--- src/rtl/morse_char_sequencer_pkg.sv ---
// Shared types and constants for the Morse character sequencer.
// A record is {len[2:0], code[4:0]}; a length of zero marks a word space.
package morse_char_sequencer_pkg;

  localparam int REC_W   = 8;
  localparam int MAX_SYM = 5;
  localparam int CODE_W  = 5;
  localparam int LEN_W   = 3;

  localparam logic [LEN_W-1:0] SPACE_LEN = '0;

  typedef enum logic [1:0] {
    ST_IDLE,
    ST_COLLECT,
    ST_OVERRUN,
    ST_EMIT_SPACE
  } state_t;

  function automatic logic [REC_W-1:0] make_rec(input logic [LEN_W-1:0]  len,
                                                input logic [CODE_W-1:0] code);
    return {len, code};
  endfunction

endpackage

--- src/rtl/morse_char_sequencer_char_fifo.sv ---
// First-word-fall-through record FIFO; a push while full is accepted only
// when a pop frees the head slot in the same cycle.
module char_fifo #(
  parameter int DEPTH = 4,
  parameter int WIDTH = 8
) (
  input  logic             clk,
  input  logic             reset,
  input  logic             i_push,
  input  logic [WIDTH-1:0] i_push_data,
  input  logic             i_pop,
  output logic [WIDTH-1:0] o_rd_data,
  output logic             o_full,
  output logic             o_empty
);

  localparam int PTR_W = $clog2(DEPTH);
  localparam int CNT_W = $clog2(DEPTH + 1);

  logic [WIDTH-1:0] r_mem [DEPTH];
  logic [PTR_W-1:0] r_wr_ptr;
  logic [PTR_W-1:0] r_rd_ptr;
  logic [CNT_W-1:0] r_count;
  logic             w_pop;
  logic             w_push_ok;

  assign o_empty   = (r_count == '0);
  assign o_full    = (r_count == CNT_W'(DEPTH));
  assign w_pop     = i_pop && !o_empty;
  assign w_push_ok = i_push && (!o_full || w_pop);
  assign o_rd_data = o_empty ? '0 : r_mem[r_rd_ptr];

  // Pointers wrap naturally because DEPTH is a power of two.
  always_ff @(posedge clk or posedge reset) begin
    if (reset) begin
      r_wr_ptr <= '0;
      r_rd_ptr <= '0;
      r_count  <= '0;
    end else begin
      if (w_pop)     r_rd_ptr <= r_rd_ptr + 1'b1;
      if (w_push_ok) r_wr_ptr <= r_wr_ptr + 1'b1;
      case ({w_push_ok, w_pop})
        2'b10:   r_count <= r_count + 1'b1;
        2'b01:   r_count <= r_count - 1'b1;
        default: r_count <= r_count;
      endcase
    end
  end

  always_ff @(posedge clk) begin
    if (w_push_ok) r_mem[r_wr_ptr] <= i_push_data;
  end

endmodule

--- src/rtl/morse_char_sequencer.sv ---
// Assembles dot/dash pulses into character records and queues them,
// inserting a single space record per word gap.
module morse_char_sequencer #(
  parameter int DEPTH   = 4,
  parameter int MAX_SYM = 5
) (
  input  logic       clk,
  input  logic       reset,
  input  logic       dot,
  input  logic       dash,
  input  logic       lg,
  input  logic       wg,
  input  logic       rd_en,
  output logic [7:0] rd_data,
  output logic       rd_valid,
  output logic [2:0] sym_count,
  output logic       overflow,
  output logic       sym_err
);
  import morse_char_sequencer_pkg::*;

  state_t            r_state;
  state_t            w_app_state;
  state_t            w_state_nxt;
  logic [LEN_W-1:0]  r_cnt;
  logic [LEN_W-1:0]  w_app_cnt;
  logic [LEN_W-1:0]  w_cnt_nxt;
  logic [CODE_W-1:0] r_code;
  logic [CODE_W-1:0] w_app_code;
  logic [CODE_W-1:0] w_code_nxt;
  logic              r_last_space;
  logic              r_overflow;
  logic              r_sym_err;
  logic              w_sym;
  logic              w_both;
  logic              w_err;
  logic              w_push;
  logic [REC_W-1:0]  w_push_data;
  logic              w_full;
  logic              w_empty;
  logic              w_drop;

  // Symbol is applied first, then any gap closes the character including it.
  always_comb begin
    w_sym       = dot ^ dash;
    w_both      = dot & dash;
    w_err       = w_both;
    w_app_state = r_state;
    w_app_cnt   = r_cnt;
    w_app_code  = r_code;
    w_push      = 1'b0;
    w_push_data = '0;

    case (r_state)
      ST_IDLE, ST_EMIT_SPACE: begin
        if (w_sym) begin
          w_app_state = ST_COLLECT;
          w_app_cnt   = LEN_W'(1);
          w_app_code  = {{(CODE_W-1){1'b0}}, dash};
        end else if (r_state == ST_EMIT_SPACE) begin
          w_app_state = ST_IDLE;
          w_app_cnt   = '0;
          w_app_code  = '0;
        end
      end
      ST_COLLECT: begin
        if (w_sym) begin
          if (r_cnt == LEN_W'(MAX_SYM)) begin
            w_app_state = ST_OVERRUN;
            w_err       = 1'b1;
          end else begin
            w_app_cnt  = r_cnt + 1'b1;
            w_app_code = {r_code[CODE_W-2:0], dash};
          end
        end
      end
      default: ;
    endcase

    w_state_nxt = w_app_state;
    w_cnt_nxt   = w_app_cnt;
    w_code_nxt  = w_app_code;

    if (r_state == ST_EMIT_SPACE) begin
      w_push      = 1'b1;
      w_push_data = make_rec(SPACE_LEN, '0);
    end else if (!w_both && (lg || wg)) begin
      case (w_app_state)
        ST_COLLECT, ST_OVERRUN: begin
          w_push      = (w_app_state == ST_COLLECT);
          w_push_data = make_rec(w_app_cnt, w_app_code);
          w_state_nxt = wg ? ST_EMIT_SPACE : ST_IDLE;
          w_cnt_nxt   = '0;
          w_code_nxt  = '0;
        end
        default: begin
          if (wg && !r_last_space) begin
            w_push      = 1'b1;
            w_push_data = make_rec(SPACE_LEN, '0);
          end
        end
      endcase
    end
  end

  assign w_drop = w_push && w_full && !(rd_en && !w_empty);

  always_ff @(posedge clk or posedge reset) begin
    if (reset) begin
      r_state      <= ST_IDLE;
      r_cnt        <= '0;
      r_code       <= '0;
      r_last_space <= 1'b1;
      r_overflow   <= 1'b0;
      r_sym_err    <= 1'b0;
    end else begin
      r_state <= w_state_nxt;
      r_cnt   <= w_cnt_nxt;
      r_code  <= w_code_nxt;
      if (w_err) r_sym_err <= 1'b1;
      if (w_drop) begin
        r_overflow <= 1'b1;
      end else if (w_push) begin
        r_last_space <= (w_push_data[REC_W-1 -: LEN_W] == SPACE_LEN);
      end
    end
  end

  char_fifo #(
    .DEPTH (DEPTH),
    .WIDTH (REC_W)
  ) u_fifo (
    .clk         (clk),
    .reset       (reset),
    .i_push      (w_push),
    .i_push_data (w_push_data),
    .i_pop       (rd_en),
    .o_rd_data   (rd_data),
    .o_full      (w_full),
    .o_empty     (w_empty)
  );

  assign rd_valid  = !w_empty;
  assign sym_count = r_cnt;
  assign overflow  = r_overflow;
  assign sym_err   = r_sym_err;

endmodule
--- config.mk ---
export PLATFORM = sky130hd
export DESIGN_NAME = morse_char_sequencer
export DESIGN_NICKNAME = d
export VERILOG_FILES = /design/src/rtl/morse_char_sequencer_pkg.sv /design/src/rtl/morse_char_sequencer_char_fifo.sv /design/src/rtl/morse_char_sequencer.sv
export SDC_FILE = /design/constraint.sdc
export NUM_CORES = 1
export LEC_CHECK = 0
export CAP_MARGIN = 20
export CORE_MARGIN = 2
export CORE_UTILIZATION = 61
export DETAILED_ROUTE_END_ITERATION = 10
export PLACE_DENSITY = 0.94
export SLEW_MARGIN = 10
export SYNTH_ARGS = -nofsm -noshare
export SYNTH_HDL_FRONTEND = slang
export SYNTH_SLANG_ARGS = --single-unit
export TNS_END_PERCENT = 5
--- constraint.sdc ---
create_clock -name clk -period 6.3 [get_ports clk]
set_clock_uncertainty 0.05 [all_clocks]
set_input_delay 0.945 -clock clk [delete_from_list [all_inputs] [get_ports clk]]
set_output_delay 0.945 -clock clk [all_outputs]
set_load 0.01 [all_outputs]
# Word level (Yosys, flattened, before mapping)
# Memories as Yosys holds them, arrays and structs flattened.
# Index checks and enable logic that the tools add are counted.
# classes
muxes	39
n_addsub	5
n_reduce_logical	20
n_eq_ne	8
n_bitwise	3
# ops
cell	count
2-to-1 mux 5 bit	7
2-to-1 mux 8 bit	4
2-to-1 mux 3 bit	7
2-to-1 mux 2 bit	8
one-hot mux 3 bit (2 select lines)	2
one-hot mux 5 bit (2 select lines)	1
2-to-1 mux 1 bit	9
adder 3 x 1 -> 3 bit, second input constant	2
equality test 2 x 1 -> 1 bit, second input constant	3
equality test 2 bit, second input constant	3
equality test 3 bit, second input constant	2
logical AND 1 bit	6
logical NOT 3 bit	2
logical NOT 1 bit	5
adder 2 x 1 -> 2 bit, second input constant	2
one-hot mux 2 bit (2 select lines)	1
OR reduction 2 bit	2
subtractor 3 x 1 -> 3 bit, second input constant	1
logical NOT 2 bit	1
logical OR 1 bit	2
AND reduction 2 bit	1
nonzero test 2 bit	1
bitwise AND 1 bit	1
NOT 1 bit	1
bitwise XOR 1 bit	1
# word_totals
mem_count	1
reg_bits	20
output_inout_bits	14
mem_bits_rw	32
inputBits	7
word_cells	85
# memory_table
memory	depth	word_bits	rd	rd_clocked_by_memory_dff	wr	line	text
u_fifo.r_mem	4	8	1	0	1	morse_char_sequencer_char_fifo.sv:20	logic [WIDTH-1:0] r_mem [DEPTH];

# Depth between registers and ports, before layout
# logic_depth
depth_word	13
mapped_depth	16

# Cells and area by module
# A second synthesis with hierarchy kept.
# unflattened
hier_cells	188
area_unflattened_um2	2508.7
# by_module_without_submodules
module	cells_per_inst	area_each_um2	seq_area_each_um2	instances
char_fifo	91	1649.1	1136.1	1
morse_char_sequencer	97	859.6	326.6	1

# Least setup slack after synthesis
# Ideal clock, no wire load.
# synth_path
kind	input port to flip-flop
start	input dot
end	register u_fifo.r_count[2]
setup_time_ps	79
t_arrival_ps	3547
cell_stages	15
path_buffers	0
setup_slack_ps	2623
cell_sequence	ha_1 > or2b_1 > nor2_1 > o22ai_1 > ha_1 > nor2b_1 > o211ai_1 > a21oi_2 > inv_1 > ha_1 > inv_1 > fa_1 > xor2_1 > nor2_1 > xor2_1
# synth_via
elab_chain_cells	11
# synth_lines
item	line	text
start: declaration	morse_char_sequencer.sv:9	input logic dot,
bitwise XOR 1 bit	morse_char_sequencer.sv:45	w_sym = dot ^ dash;
2-to-1 mux 2 bit (on tied branches)	morse_char_sequencer.sv:67, morse_char_sequencer.sv:56	
one-hot mux 2 bit (2 select lines)	morse_char_sequencer.sv:54	case (r_state)
equality test 2 x 1 -> 1 bit or equality test 2 bit (tied branches)	morse_char_sequencer.sv:88, morse_char_sequencer.sv:90	
OR reduction 2 bit	morse_char_sequencer.sv:88	case (w_app_state)
2-to-1 mux 1 bit	morse_char_sequencer.sv:88	
2-to-1 mux 1 bit *	morse_char_sequencer.sv:87	end else if (!w_both && (lg || wg)) begin
2-to-1 mux 1 bit *	morse_char_sequencer.sv:84	if (r_state == ST_EMIT_SPACE) begin
logical AND 1 bit *	morse_char_sequencer_char_fifo.sv:30	assign w_push_ok = i_push && (!o_full || w_pop);
equality test 2 x 1 -> 1 bit or equality test 2 bit (tied branches)	morse_char_sequencer_char_fifo.sv:42	case ({w_push_ok, w_pop})
one-hot mux 3 bit (2 select lines) or nonzero test 2 bit (tied branches)	n/a	
end signal: assignment	morse_char_sequencer_char_fifo.sv:43	2'b10: r_count <= r_count + 1'b1;
end signal: assignment	morse_char_sequencer_char_fifo.sv:44	2'b01: r_count <= r_count - 1'b1;
end signal: assignment	morse_char_sequencer_char_fifo.sv:45	default: r_count <= r_count;
end: declaration	morse_char_sequencer_char_fifo.sv:23	logic [CNT_W-1:0] r_count;
# Every way passes the cells marked *; elsewhere a longest branch is shown, timed or not.
# A chain may end at the register's enable or synchronous reset.

# Worst setup path after layout
# layout_path
start	input dash
end	register u_fifo.r_count[2]
# layout_via
elab_chain_cells	11
# layout_lines
item	line	text
start: declaration	morse_char_sequencer.sv:10	input logic dash,
bitwise XOR 1 bit	morse_char_sequencer.sv:45	
2-to-1 mux 2 bit (on tied branches)	morse_char_sequencer.sv:67, morse_char_sequencer.sv:56	
one-hot mux 2 bit (2 select lines)	morse_char_sequencer.sv:54	
equality test 2 x 1 -> 1 bit or equality test 2 bit (tied branches)	morse_char_sequencer.sv:88, morse_char_sequencer.sv:90	
OR reduction 2 bit	morse_char_sequencer.sv:88	
2-to-1 mux 1 bit	morse_char_sequencer.sv:88	
2-to-1 mux 1 bit *	morse_char_sequencer.sv:87	
2-to-1 mux 1 bit *	morse_char_sequencer.sv:84	
logical AND 1 bit *	morse_char_sequencer_char_fifo.sv:30	
equality test 2 x 1 -> 1 bit or equality test 2 bit (tied branches)	morse_char_sequencer_char_fifo.sv:42	
one-hot mux 3 bit (2 select lines) or nonzero test 2 bit (tied branches)	n/a	
# Marked as above.

==> reports/metrics.cfg <==
[sta]
rsz0062_at_grt = false
maxSlewHeadroom_pct = 46.8
fin_tns_setup_ns = 0
hold_viol_final = 0
worst_pin_slew_ns = 0.797
finalSetupViolations = 0
fmax_mhz = 245
slew_violations = 0
fin_crit_sh_pct = 64.8
period_needed_ns = 4.08

[setup_path]
reg2regPathDepth = 16
cpPeakStageDelay_ns = 0.43
critical_path_class = primary input to flip-flop
r2r-start = r_state[0]
endpoint_kind = flip-flop
crit_arrival_ns = 4.26
worstPathRequired_ns = 6.48
path_cells = clkdlybuf4s50_1 > ha_1 > or2b_1 > nor2_1 > o22ai_1 > ha_1 > nor2b_1 > o211ai_1 > a21oi_2 > inv_1 > ha_1 > inv_1 > fa_1 > xor2_1 > nor2_1 > xor2_1
critical_path.max_fanout = 10
r2r_end = u_fifo.r_count[2]
endpoint = u_fifo.r_count[2]
crit_start = dash
cpMaxStageDelayCell = clkdlybuf4s50_1
startpoint_type = primary input
cpLargestDelayFamily = adder cells
cp.depth = 16
rrSetupSlack_ns = 2.90
crit_buf_inv = 3
path_common_cell = ha_1

[logic_synthesis]
synth-compound-area-share_pct = 9.42
synth_top_family_by_area = simple AND/OR/NAND/NOR gates
yosysTopAreaCell = edfxtp_1
yosysUniqueCellTypes = 43
synthFlopType = edfxtp_1
synthSimpleGateAreaFrac_pct = 11.3
synth-seq-cells = 52
seq_area_frac_synth_pct = 58.9
synthAdderAreaFrac_pct = 7.35
async_flop_share_pct = 38.5
yosys_warnings = 0
netlist_area_um2 = 2480
synth_xor_area_share_pct = 2.11
synth_edf_count = 32
synth_top_area_share_pct = 38.7
ys_top_cells_by_area = edfxtp_1 39%, dfrtp_1 19%, mux4_2 7.3%
synth_mux_area_share_pct = 7.65
synthCells = 186
synth_nets = 207
synth.avg_cell_area_um2 = 13.4

[routing]
dr.pass1.iters = 5
wl_per_cell_um = 16.5
avgViaCountPerCell = 5.75
num_vias = 1496
drtIter0Drc = 82
detail-route-antenna-nets = 0
drcViolationCount = 0
wirelength_um = 4300

[global_route]
gr-usage-met3_pct = 3.62
antenna_found_initial = 0
met2_usage_pct = 35.9
grt.overflow.total = 0
grt_use_met1_pct = 29.7
grtUsageTotal_pct = 21.9
grt_max_degree = 21
grt_pass1_wl_um = 7070
top_usage_layer = met2
first_global_vias = 1476

[job]
drv_cap = 0

[cells_and_area]
insertedDiodeCount = 0
drive_above_1_share_pct = 12.4
area_growth_pct = 14.5
seq_area_um2 = 1460
fillers = 283
nNetsFinal = 230
multi_input_area_um2 = 940

[clock_network]
clk_latency_ns = 0.30
clockRootBuffer = clkbuf_8
cts_buffer_depth = 2
cts_resized = 0
cts_tree = done
clock-sinks = 52
cts_hold_buf = 0
htreeDepth = 2
cts_setup_buffers = 0
numCtsBuffers = 5
clk_pin_slew_ns = 0.09

[pwr]
powerDensity_nw_per_um2 = 510
power.total_mw = 1.45
ir_drop_v = 0.000259
power_leakage_nw = 1.14

[die]
die_h_um = 67.8
start_util_pct = 62.6
fp.dieW_um = 67.8
rows = 23
io_pins = 21
core_area_um2 = 3970
dieArea_um2 = 4600

[min_path]
hold_class = flip-flop to flip-flop

[place]
dp.final_hpwl_um = 3100
gp_congestion = 0.916
io_buffers = 20

[run_status]
status = finished clean

-- per-layer routing --
| layer | vias to the layer above | routed length, um |
|---|---|---|
| li1 | 712 | - |
| met1 | 736 | 1850 |
| met2 | 41 | 2200 |
| met3 | 7 | 184 |
| met4 | 0 | 68 |
| met5 | - | 0 |
-- power breakdown --
part           switching (mW)  internal [mW]
clock                   0.104          0.117
sequential             0.0795          0.477
combinational           0.343          0.331
total                   0.526          0.925
-- layout by cell type (no fill, tap or decap), types with 2 or more instances in the layout --
master / synthesis / layout
a22oi_1: 5 / 5
clkdlybuf4s50_1: 0 / 20
and2_1: 13 / 13
o21ai_0: 3 / 3
clkbuf_8: 0 / 5
edfxtp_1: 32 / 32
nor2_1: 25 / 25
o22ai_1: 2 / 2
inv_1: 16 / 16
nand2_1: 5 / 5
mux4_2: 8 / 8
ha_1: 13 / 13
xor2_1: 3 / 3
a21oi_1: 4 / 4
dfrtp_1: 19 / 19
nor2b_1: 2 / 2
xnor2_1: 3 / 3
o211ai_1: 2 / 2
a31oi_1: 2 / 2
-- through the flow --
step	instances	util (%)	area (um^2)	hold slack [ns]	worst slack [ns]
floorplan	186	-	2480	0.397	2.62
global placement	252	68.8	2730	0.405	2.07
detailed placement	252	68.8	2730	0.400	1.95
CTS	260	71.6	2840	0.434	2.25
global route	260	71.6	2840	0.452	1.93
finish	260	71.6	2840	0.436	2.22
-- flip-flops by register name, summed over array words and instances (netlist names) --
register	count
r_state	2
sym_err	1
u_fifo.r_mem	32
u_fifo.r_rd_ptr	2
sym_count	3
r_code	5
r_last_space	1
overflow	1
u_fifo.r_wr_ptr	2
u_fifo.r_count	3
-- Yosys cell counts (4+ instances only) --
cell and number:
edfxtp_1 32, nor2_1 25, dfrtp_1 19, inv_1 16, and2_1 13, ha_1 13, mux4_2 8, a22oi_1 5
nand2_1 5, a21oi_1 4
-- worst min-delay path by stage --
stage | slack (ns) | to | startpoint | depth (start not counted)
after global placement | 0.41 | overflow | overflow | 1
final | 0.44 | overflow | overflow | 1
after floorplan | 0.40 | u_fifo.r_count[2] | u_fifo.r_count[2] | 1
after detailed placement | 0.40 | overflow | overflow | 1
after CTS | 0.43 | overflow | overflow | 1
after global routing | 0.45 | overflow | overflow | 1
-- cell type report --
cell class / instances / share of cell area, %
flip-flops and latches: 52 / 51.4
multi-input cells: 113 / 33.0
repair buffers: 21 / 7.30
clock buffers: 5 / 2.42
well taps: 50 / 2.20
inverters: 16 / 2.11
clock inverters: 3 / 1.50
-- worst reg2reg max path, stage by stage (launching register included) --
cell	delay, ns
dfrtp_1	0.42
inv_1	0.08
ha_1	0.28
or2b_1	0.29
nor2_1	0.12
o22ai_1	0.09
ha_1	0.33
nor2b_1	0.14
o211ai_1	0.22
a21oi_2	0.17
inv_1	0.10
ha_1	0.18
inv_1	0.06
fa_1	0.38
xor2_1	0.15
nor2_1	0.11
xor2_1	0.15
-- logic make-up after synthesis --
| logic type | count (synthesis) |
|---|---|
| adders and majority gates | 14 |
| muxes | 9 |
| AOI/OAI and AO/OA | 29 |
| xor gates and xnor gates | 6 |
| buffers and inverters | 21 |
| and+or+nand+nor | 55 |
| DFF | 52 |
(Power assumes the default switching activity.)
